$ cat config.mk
export PLATFORM = sky130hd
export DESIGN_NAME = fetch_unit
export DESIGN_NICKNAME = d
export VERILOG_FILES = /design/src/rtl/fetch_unit.sv
export SDC_FILE = /design/constraint.sdc
export NUM_CORES = 1
export LEC_CHECK = 0
export ABC_AREA = 0
export ABC_CLOCK_PERIOD_IN_PS = 4500
export BUFFER_PORTS_ARGS = -buffer_cell sky130_fd_sc_hd__buf_2
export CAP_MARGIN = 20
export CORE_MARGIN = 2
export CORE_UTILIZATION = 53
export CTS_CLUSTER_DIAMETER = 120
export DETAILED_ROUTE_END_ITERATION = 6
export PLACE_DENSITY_LB_ADDON = 0.25
export RECOVER_POWER = 100
export SLEW_MARGIN = 40
export SYNTH_ARGS = -nofsm -noshare
export SYNTH_HDL_FRONTEND = slang
export SYNTH_SLANG_ARGS = --single-unit
$ cat constraint.sdc
create_clock -name clk_i -period 4.5 [get_ports clk_i]
set_input_delay 0.225 -clock clk_i [delete_from_list [all_inputs] [get_ports clk_i]]
set_output_delay 0.225 -clock clk_i [all_outputs]
set_load 0.05 [all_outputs]
$ cat src/rtl/fetch_unit.sv
// -----------------------------------------------------------------------------
// fetch_unit
//   Instruction fetch stage of nano_rv32i. Owns the PC and issues one word read
//   at a time to instruction memory. The fetched word goes to the decoder with
//   a valid/ready handshake. Branch/jump redirects from execute replace the PC,
//   and any response that is still in flight is discarded.
//
// Parameters
//   RESET_PC  PC loaded on reset (word aligned)
//   PC_INC    byte increment per sequential fetch
//
// Ports
//   clk_i          clock, all state on rising edge
//   rst_ni         synchronous active-low reset
//   pc_write_i     0 = stall: no new request is issued
//   redirect_i     taken branch/jump this cycle
//   redirect_pc_i  redirect target
//   imem_req_o     one-cycle read request strobe
//   imem_addr_o    word address of the request
//   imem_rvalid_i  read data valid
//   imem_rdata_i   read data
//   instr_valid_o  instr_o / pc_o valid for the decoder
//   instr_ready_i  decoder consumes instr_o this cycle
//   instr_o        fetched instruction (NOP after reset)
//   pc_o           address of instr_o
//   fetch_err_o    misaligned redirect seen (sticky until reset)
//
// Build option
//   FETCH_ALIGN_CHK_EN  when defined, a redirect with redirect_pc_i[1:0] != 0
//                       parks the unit in an error state (fetch_err_o = 1, no
//                       further requests). When undefined, the low target bits
//                       are cleared and fetch_err_o is tied to 0.
// -----------------------------------------------------------------------------
module fetch_unit #(
    parameter logic [31:0] RESET_PC = 32'h0000_0000,
    parameter int unsigned PC_INC   = 4
) (
    input  logic        clk_i,
    input  logic        rst_ni,
    input  logic        pc_write_i,
    input  logic        redirect_i,
    input  logic [31:0] redirect_pc_i,
    output logic        imem_req_o,
    output logic [31:0] imem_addr_o,
    input  logic        imem_rvalid_i,
    input  logic [31:0] imem_rdata_i,
    output logic        instr_valid_o,
    input  logic        instr_ready_i,
    output logic [31:0] instr_o,
    output logic [31:0] pc_o,
    output logic        fetch_err_o
);

    localparam logic [1:0] S_REQ  = 2'd0;
    localparam logic [1:0] S_WAIT = 2'd1;
    localparam logic [1:0] S_HOLD = 2'd2;
`ifdef FETCH_ALIGN_CHK_EN
    localparam logic [1:0] S_ERR  = 2'd3;
`endif

    localparam logic [31:0] PC_STEP = 32'(PC_INC);
    localparam logic [31:0] NOP     = 32'h0000_0013;

    logic [1:0]  state_q, state_d;
    logic [31:0] pc_q, pc_d;
    logic        kill_q, kill_d;
    logic [31:0] instr_q, instr_d;
    logic [31:0] pc_out_q, pc_out_d;
    logic        req_issue;
    logic [31:0] redirect_tgt;
    logic [1:0]  redirect_state;

    assign redirect_tgt = {redirect_pc_i[31:2], 2'b00};

`ifdef FETCH_ALIGN_CHK_EN
    // A misaligned target sends the unit to the sticky error state instead of REQ.
    assign redirect_state = (redirect_pc_i[1:0] != 2'b00) ? S_ERR : S_REQ;
    assign fetch_err_o    = (state_q == S_ERR);
`else
    logic unused_align_bits;
    assign unused_align_bits = ^redirect_pc_i[1:0];
    assign redirect_state    = S_REQ;
    assign fetch_err_o       = 1'b0;
`endif

    always_comb begin
        state_d   = state_q;
        pc_d      = pc_q;
        kill_d    = kill_q;
        instr_d   = instr_q;
        pc_out_d  = pc_out_q;
        req_issue = 1'b0;

        case (state_q)
            S_REQ: begin
                // A redirect suppresses the request; the target is fetched next cycle.
                if (redirect_i) begin
                    pc_d    = redirect_tgt;
                    state_d = redirect_state;
                end else if (pc_write_i) begin
                    req_issue = 1'b1;
                    state_d   = S_WAIT;
                end
            end

            S_WAIT: begin
                if (redirect_i) begin
                    pc_d = redirect_tgt;
                    if (redirect_state != S_REQ) begin
                        state_d = redirect_state;
                    end else if (imem_rvalid_i) begin
                        // Response arrives with the redirect: drop it and refetch.
                        kill_d  = 1'b0;
                        state_d = S_REQ;
                    end else begin
                        // Response still in flight: mark it stale and keep waiting.
                        kill_d = 1'b1;
                    end
                end else if (imem_rvalid_i) begin
                    if (kill_q) begin
                        kill_d  = 1'b0;
                        state_d = S_REQ;
                    end else begin
                        instr_d  = imem_rdata_i;
                        pc_out_d = pc_q;
                        state_d  = S_HOLD;
                    end
                end
            end

            S_HOLD: begin
                // Redirect beats consumption: the held instruction is dropped.
                if (redirect_i) begin
                    pc_d    = redirect_tgt;
                    state_d = redirect_state;
                end else if (instr_ready_i) begin
                    pc_d    = pc_q + PC_STEP;
                    state_d = S_REQ;
                end
            end

`ifdef FETCH_ALIGN_CHK_EN
            S_ERR: begin
                // Sticky: only reset leaves this state; responses are ignored.
            end
`endif

            default: begin
                state_d = S_REQ;
            end
        endcase
    end

    always_ff @(posedge clk_i) begin
        if (!rst_ni) begin
            state_q  <= S_REQ;
            pc_q     <= RESET_PC;
            kill_q   <= 1'b0;
            instr_q  <= NOP;
            pc_out_q <= RESET_PC;
        end else begin
            state_q  <= state_d;
            pc_q     <= pc_d;
            kill_q   <= kill_d;
            instr_q  <= instr_d;
            pc_out_q <= pc_out_d;
        end
    end

    // The request strobe is combinational, so it is masked while reset is held.
    assign imem_req_o    = req_issue & rst_ni;
    assign imem_addr_o   = pc_q;
    assign instr_valid_o = (state_q == S_HOLD);
    assign instr_o       = instr_q;
    assign pc_o          = pc_out_q;

endmodule
==> qor.log, run 1 <==
[synthesis] mean instance size in the synthesized netlist 7.63 sq um
[die] standard-cell rows 33
[setup_path] critical path capture point imem_addr_o[27]$_SDFFE_PN0P_
[min_path] Hold/Removal Path Class primary input to flip-flop
[clock_tree] number of CTS-inserted buffers 9
[die] die area 9060 sq um
[detailed_routing] Avg Vias per Cell 5.51
[setup_path] Worst setup EP type flip-flop
[die] core outline area 8130 sq um
[synthesis] sequential cell area fraction in the yosys report 0.432
[placed_design] estimated wirelength of the detail-placed design 8.14 mm
[power_and_ir_drop] leakage 1.88 nW
[setup_path] reg2reg setup slack 1.40 ns
[cells_and_area] number of diodes 0
[synthesis] leading cell types by total area after synthesis sky130_fd_sc_hd__dfxtp_1 43%, sky130_fd_sc_hd__nand2_1 14%, sky130_fd_sc_hd__a21oi_1 5.9%
[cells_and_area] fraction of final layout cells with drive strength greater than 1 0.130
[sta] fmax 322 MHz
[synthesis] yosys synthesis warning count 0
[grt] number of antenna violations at the first check in global routing 0
[grt] pin count of the biggest net entering global routing 64
[clock_tree] TritonCTS clock tree done
[clock_tree] clock insertion delay at the later pin of the skew report 0.36 ns
[sta] Least-Margin Pin Slew 2.05 ns
[sta] setup repair after global routing missed its margin no
[placed_design] placed cell area 5180 sq um
[detailed_routing] DRT iter0 DRCs 270
[die] die height 95.2 um
[sta] final critical delay including setup and external delays 3.10 ns
[placed_design] IO Port Bufs 161
[sta] worst hold slack 0.0632 ns
[synthesis] number of library cell types mapped by synthesis 54
[sta] clock skew 0.0139 ns
[clock_tree] Clk Tree Root Cell sky130_fd_sc_hd__clkbuf_8
[run] number of maximum-capacitance constraint violations 2
[sta] total count of hold-check failures in the final report 0
[power_and_ir_drop] worst-case vdd ir drop 0.156 mV
[setup_path] WS Path Type flip-flop to flip-flop
[cells_and_area] total area of sequential cells 1900 sq um
[clock_tree] maximum root-to-sink buffer count 2
[clock_tree] Setup Fix Bufs, Post-CTS 0
[grt] global-route wire length before repair 18.3 mm
[setup_path] reg-to-reg startpoint state_q[1]$_SDFFE_PN0P_
[cells_and_area] final layout net count 777
[placed_design] placer's final routability congestion estimate 0.908
[synthesis] most numerous cell in the Yosys netlist sky130_fd_sc_hd__nand2_1
[setup_path] cell count of the worst reg-to-reg path 4
[setup_path] delay contributed by the slowest stage of the critical path 1.59 ns
[grt] GRT Residual Overflow 0
[setup_path] worst r2r dst imem_addr_o[27]$_SDFFE_PN0P_
[die] Ports 169
[sta] portion of the clock cycle consumed by the worst path in the final layout 0.690
[sta] Final Setup Violations 0
[grt] via count of the first global-routing pass 3899
[detailed_routing] final wirelength 11.7 mm
[synthesis] Synth Flop Type sky130_fd_sc_hd__dfxtp_1
[power_and_ir_drop] total power of the final layout 1.68 mW
[detailed_routing] number of remaining DRC errors 0
[sta] Sum Neg Setup Slack 0 ns
[grt] GRT Resource Usage Total 0.251
[cells_and_area] cell area after layout 5230 sq um
[detailed_routing] first-pass detailed-route iteration total 5
[synthesis] Post-Syn Instances 577
[run_status] violated checks capacitance limit, slew limit
[setup_path] Worst setup startpoint state_q[1]$_SDFFE_PN0P_
[sta] tightest slew margin relative to the limit -0.364
[die] Chip Width 95.2 um
[cells_and_area] number of fill cells in the layout 774
[setup_path] type of origin of the critical path flip-flop
[detailed_routing] detailed-route via count 4488
[clock_tree] count of clock tree sinks 95
[cells_and_area] Post-Route Utilization 0.643
[setup_path] Slowest-stage cell, CP sky130_fd_sc_hd__nor3_1
[clock_tree] cts hold-fix bufs 0
[synthesis] cell area after synthesis 4400 sq um
[clock_tree] clock transition at the registers of the reported paths 0.09 ns
[setup_path] required time of the critical path 4.79 ns
[cells_and_area] layout overhead on the synthesized area 18.7%
[synthesis] leading post-synthesis cells by instance count 159 x sky130_fd_sc_hd__nand2_1, 95 x sky130_fd_sc_hd__dfxtp_1, 52 x sky130_fd_sc_hd__a21oi_1, 33 x sky130_fd_sc_hd__clkbuf_1, 28 x sky130_fd_sc_hd__a21boi_0
[die] starting density of the core 0.541
[detailed_routing] number of nets with antenna violations after detailed routing 0
[setup_path] Worst EP arrival 3.39 ns
[synthesis] Post-synth EDFFs 0
[synthesis] share of async-settable or async-resettable flops after synthesis 0
[run_status] status complete, but fails checks
[synthesis] Yosys top cell area share 0.432
[cells_and_area] combined area of the multi-input logic cells 2270 sq um
[clock_tree] number of cells upsized or downsized after cts 0
[setup_path] chain of cells forming the critical path inv_1 -> nor3_1 -> nand2_1 -> o22ai_1
[power_and_ir_drop] power density of the placed cells 321 nW/um^2
[detailed_routing] WL per Instance 14.4 um
[clock_tree] CTS HTree Levels 3
[setup_path] CP Max Fanout 20
[sta] Max Slew Vio Count 85
[synthesis] number of synthesized register bits 95
[synthesis] most area-hungry cell type in the Yosys netlist sky130_fd_sc_hd__dfxtp_1
## power breakdown
part | internal [mW] | switching [mW]
clock network | 0.252 | 0.292
registers | 0.865 | 0.0377
logic | 0.0656 | 0.167
## layout by cell type (no fill, tap or decap), types with 2 or more instances in the layout
cell type                    Yosys  routed
sky130_fd_sc_hd__a22o_1          2       2
sky130_fd_sc_hd__inv_1           2       3
sky130_fd_sc_hd__and3_1          8       8
sky130_fd_sc_hd__buf_2          10      66
sky130_fd_sc_hd__nand2b_1        4       4
sky130_fd_sc_hd__and2_1          8       7
sky130_fd_sc_hd__nand4_1        14      14
sky130_fd_sc_hd__and2_0          4       5
sky130_fd_sc_hd__nand2_1       159     159
sky130_fd_sc_hd__nor2_1         24      25
sky130_fd_sc_hd__a21oi_1        52      51
sky130_fd_sc_hd__or3_1           5       5
sky130_fd_sc_hd__nand3_1        23      23
sky130_fd_sc_hd__a211oi_1        4       4
sky130_fd_sc_hd__o221ai_1        3       3
sky130_fd_sc_hd__a32o_1          2       2
sky130_fd_sc_hd__nor3_1          8       8
sky130_fd_sc_hd__o21ai_0        22      24
sky130_fd_sc_hd__dfxtp_1        95      95
sky130_fd_sc_hd__mux2i_1         4       4
sky130_fd_sc_hd__clkinvlp_4      0       2
sky130_fd_sc_hd__a21boi_0       28      28
sky130_fd_sc_hd__clkbuf_1       33      94
sky130_fd_sc_hd__o2bb2ai_1       3       3
sky130_fd_sc_hd__or4_1           3       3
sky130_fd_sc_hd__conb_1          1       5
sky130_fd_sc_hd__buf_4           7       4
sky130_fd_sc_hd__clkbuf_8        0       9
sky130_fd_sc_hd__o22ai_1         5       5
sky130_fd_sc_hd__o211ai_1        4       4
sky130_fd_sc_hd__nor4_1          3       3
sky130_fd_sc_hd__a311oi_1        3       3
sky130_fd_sc_hd__o31a_1          2       2
sky130_fd_sc_hd__a31oi_1         3       3
sky130_fd_sc_hd__and4_1          6       6
## worst max-delay path, delay by kind of cell (launching register included)
kind	cells	cell delay (ns)
buffers and inverters	1	0.17
AO/OA/AOI/OAI	1	0.30
flip-flops	1	0.50
AND/OR/NAND/NOR	2	2.06
## routing by layer
| layer | routed length [um] | track usage | vias to the layer above |
|---|---|---|---|
| li1 | - | - | 2260 |
| met1 | 5050 | 0.323 | 2034 |
| met2 | 5610 | 0.421 | 183 |
| met3 | 941 | 0.0609 | 11 |
| met4 | 120 | 0.0664 | 0 |
| met5 | 0 | 0 | - |
## layout make-up
class                           count  area share
Inverter                            3     0.00215
Sequential cell                    95       0.364
Tap cell                          105      0.0251
Timing Repair Buffer              165       0.139
Multi-Input combinational cell    432       0.435
Clock inverter                      5      0.0113
Clock buffer                        9      0.0237
## sequential cells by signal, summed over array words and instances (netlist names)
register     cells
pc_o            30
imem_addr_o     30
kill_q           1
instr_o         32
state_q          2
## stage by stage
step / instances / worst slack, ns
final: 814 / 1.40
after global routing: 814 / 1.08
after CTS: 814 / 2.29
after detailed placement: 800 / 2.31
after global placement: 799 / 2.08
after floorplan: 581 / 2.39
## how the worst min path moves through the flow
stage / startpoint / end / slack (ns) / depth (start not counted)
final: imem_rdata_i[4] / instr_o[4]$_SDFFE_PN1P_ / 0.06 / 3
after global routing: imem_rdata_i[4] / instr_o[4]$_SDFFE_PN1P_ / 0.06 / 3
after CTS: imem_rdata_i[4] / instr_o[4]$_SDFFE_PN1P_ / 0.06 / 3
after detailed placement: pc_o[10]$_SDFFE_PN0P_ / pc_o[10]$_SDFFE_PN0P_ / 0.44 / 2
after global placement: imem_rdata_i[0] / instr_o[0]$_SDFFE_PN1P_ / 0.43 / 3
after floorplan: imem_rdata_i[0] / instr_o[0]$_SDFFE_PN1P_ / 0.35 / 2
## logic make-up (layout without fill, tap and decap cells)
group | Yosys count | in the layout | share of synthesized area
AOI/OAI and AO/OA | 146 | 146 | 0.211
adders and majority gates | 1 | 1 | 0.00284
buffers and inverters | 54 | 182 | 0.0565
DFF | 95 | 95 | 0.432
muxes | 5 | 5 | 0.0116
other | 1 | 5 | 0.000851
and+or+nand+nor | 275 | 275 | 0.286
Power figures use the tool's default switching activity.
==> run 2: changes to the inputs <==
--- a/config.mk
+++ b/config.mk
@@ -6,11 +6,11 @@
 export NUM_CORES = 1
 export LEC_CHECK = 0
 export ABC_AREA = 0
-export ABC_CLOCK_PERIOD_IN_PS = 4500
+export ABC_CLOCK_PERIOD_IN_PS = 3000
 export BUFFER_PORTS_ARGS = -buffer_cell sky130_fd_sc_hd__buf_2
 export CAP_MARGIN = 20
 export CORE_MARGIN = 2
-export CORE_UTILIZATION = 53
+export CORE_UTILIZATION = 49
 export CTS_CLUSTER_DIAMETER = 120
 export DETAILED_ROUTE_END_ITERATION = 6
 export PLACE_DENSITY_LB_ADDON = 0.25
==> constraint.sdc (replaced) <==
create_clock -name clk_i -period 3 [get_ports clk_i]
set_input_delay 0.15 -clock clk_i [delete_from_list [all_inputs] [get_ports clk_i]]
set_output_delay 0.15 -clock clk_i [all_outputs]
set_load 0.05 [all_outputs]
==> run 2 against run 1 <==
  * The flow now finishes without violations
  * Global-route usage is 1.3 points lower
  * Power is 54% higher
  * Clock power is 63% higher
  * Worst setup slack got worse by 0.68 ns
  * Combinational power up 52%
  * Sequential share of layout area shrank 0.49 points
  * Wire length rose by 2.0%
  * Clock-buffer cell count up 2
  * Clock skew about the same
  * Sequential power is 50% higher
  * Flip-flop and latch count did not move
  * Largest cell class unchanged
==> qor.log, run 2 (synthesis gave the netlist of run 1 again) <==
[run_status] status complete, no violations
[detailed_routing] number of nets with antenna violations after detailed routing 0
[power_and_ir_drop] power density of the placed cells 489 nW/um^2
[clock_tree] count of clock tree sinks 95
[clock_tree] number of CTS-inserted buffers 9
[cells_and_area] most frequent cells in the layout 159 x sky130_fd_sc_hd__nand2_1, 95 x sky130_fd_sc_hd__dfxtp_1, 94 x sky130_fd_sc_hd__clkbuf_1
[cells_and_area] number of fill cells in the layout 871
[sta] Least-Margin Pin Slew 1.10 ns
[setup_path] delay contributed by the slowest stage of the critical path 0.92 ns
[detailed_routing] WL per Instance 14.5 um
[grt] met3 Usage GRT 0.0504
[die] core outline area 8720 sq um
[sta] total count of hold-check failures in the final report 0
[grt] via count of the first global-routing pass 4137
[clock_tree] Clk Tree Root Cell sky130_fd_sc_hd__clkbuf_8
[setup_path] Worst EP arrival 2.52 ns
[sta] clock skew 0.0142 ns
[sta] Max Slew Vio Count 0
[sta] final critical delay including setup and external delays 2.28 ns
[clock_tree] number of cells upsized or downsized after cts 0
[detailed_routing] final wirelength 12.0 mm
[grt] number of antenna violations at the first check in global routing 0
[setup_path] WS Path Type flip-flop to flip-flop
[detailed_routing] DRT iter0 DRCs 270
[grt] global-route wire length before repair 19.4 mm
[cells_and_area] post-layout instance count excluding filler cells 824
[run] number of maximum-capacitance constraint violations 0
[die] Chip Width 98.8 um
[sta] setup repair after global routing missed its margin no
[clock_tree] maximum root-to-sink buffer count 2
[grt] GRT Resource Usage Total 0.238
[grt] Top Usage Layer GRT met2
[clock_tree] Setup Fix Bufs, Post-CTS 0
[clock_tree] clock insertion delay at the later pin of the skew report 0.36 ns
[setup_path] chain of cells forming the critical path nand3_1 -> or3_2 -> nand2_1 -> a21boi_0
[sta] Sum Neg Setup Slack 0 ns
[cells_and_area] total area of sequential cells 1900 sq um
[setup_path] required time of the critical path 3.24 ns
[clock_tree] TritonCTS clock tree done
[clock_tree] clock transition at the registers of the reported paths 0.09 ns
[cells_and_area] fraction of final layout cells with drive strength greater than 1 0.140
[detailed_routing] first-pass detailed-route iteration total 5
[sta] fmax 438 MHz
[grt] GRT Residual Overflow 0
[clock_tree] CTS HTree Levels 3
[placed_design] cell total after placement 806
[die] standard-cell rows 34
[setup_path] CP Max Fanout 63
[sta] portion of the clock cycle consumed by the worst path in the final layout 0.761
[clock_tree] cts hold-fix bufs 2
[power_and_ir_drop] worst-case vdd ir drop 0.246 mV
[placed_design] estimated wirelength of the detail-placed design 8.25 mm
[die] die height 98.8 um
[die] Ports 169
[detailed_routing] Avg Vias per Cell 5.49
[cells_and_area] number of flip-flops under the largest register name 32
[grt] fraction of met2 tracks used by global routing 0.384
[detailed_routing] detailed-route via count 4526
[power_and_ir_drop] leakage 1.92 nW
[die] starting density of the core 0.505
[cells_and_area] combined area of the multi-input logic cells 2280 sq um
[cells_and_area] most frequent standard cell in the layout excluding fill and tap cells sky130_fd_sc_hd__nand2_1
[cells_and_area] number of diodes 0
[die] die area 9760 sq um
[setup_path] Worst setup EP type flip-flop
[cells_and_area] layout overhead on the synthesized area 20.3%
[detailed_routing] number of remaining DRC errors 0
[sta] Final Setup Violations 0
[min_path] Hold/Removal Path Class primary input to flip-flop
[setup_path] Slowest-stage cell, CP sky130_fd_sc_hd__or3_2
[placed_design] placer's final routability congestion estimate 0.877
[cells_and_area] final layout net count 782
[placed_design] IO Port Bufs 161
[grt] pin count of the biggest net entering global routing 64
[sta] worst hold slack 0.00543 ns
[grt] met1 global-route usage 0.318
[sta] tightest slew margin relative to the limit 0.263
[setup_path] type of origin of the critical path flip-flop
-- run 2: layer usage --
| layer | vias to the layer above | wire length [um] | part of all wire |
|---|---|---|---|
| li1 | 2263 | - | - |
| met1 | 2073 | 5350 | 0.45 |
| met2 | 170 | 5520 | 0.46 |
| met3 | 20 | 877 | 0.073 |
| met4 | 0 | 219 | 0.018 |
| met5 | - | 0 | 0 |
-- run 2: path summary, 6_finish.rpt --
path / to / startpoint / cells past startpoint / slack [ns]
max: instr_o[8]$_SDFFE_PN0P_ / state_q[0]$_SDFFE_PN0P_ / 4 / 0.72
min: instr_o[1]$_SDFFE_PN1P_ / imem_rdata_i[1] / 3 / 0.005
max reg2reg: instr_o[8]$_SDFFE_PN0P_ / state_q[0]$_SDFFE_PN0P_ / 4 / 0.72
min reg2reg: pc_o[2]$_SDFFE_PN0P_ / pc_o[2]$_SDFFE_PN0P_ / 2 / 0.46
-- run 2: stage by stage --
step	cell area (sq um)	total power [mW]	setup WS, ns	utilization
floorplan	4420	1.63	0.902	-
global placement	5190	1.74	0.828	0.595
detailed placement	5190	1.74	0.892	0.596
CTS	5420	2.61	0.868	0.622
global route	5300	2.69	0.525	0.607
finish	5300	2.59	0.717	0.607
-- run 2: final cells by class --
type | count | share of cell area
Multi-Input combinational cell | 432 | 0.431
Sequential cell | 95 | 0.359
Tap cell | 108 | 0.0255
Timing Repair Buffer | 170 | 0.144
Clock buffer | 11 | 0.0286
Clock inverter | 5 | 0.0106
Inverter | 3 | 0.00213
-- run 2: power by group --
group | total (mW) | internal [mW] | switching, mW
clock network | 0.884 | 0.430 | 0.454
registers | 1.35 | 1.30 | 0.0562
logic | 0.355 | 0.102 | 0.253
total | 2.59 | 1.83 | 0.763
-- run 2: critical path, delay by kind of cell (launching register included) --
kind	cells	cell delay, ns
and+or+nand+nor	3	1.40
AOI/OAI and AO/OA	1	0.11
DFF	1	0.61
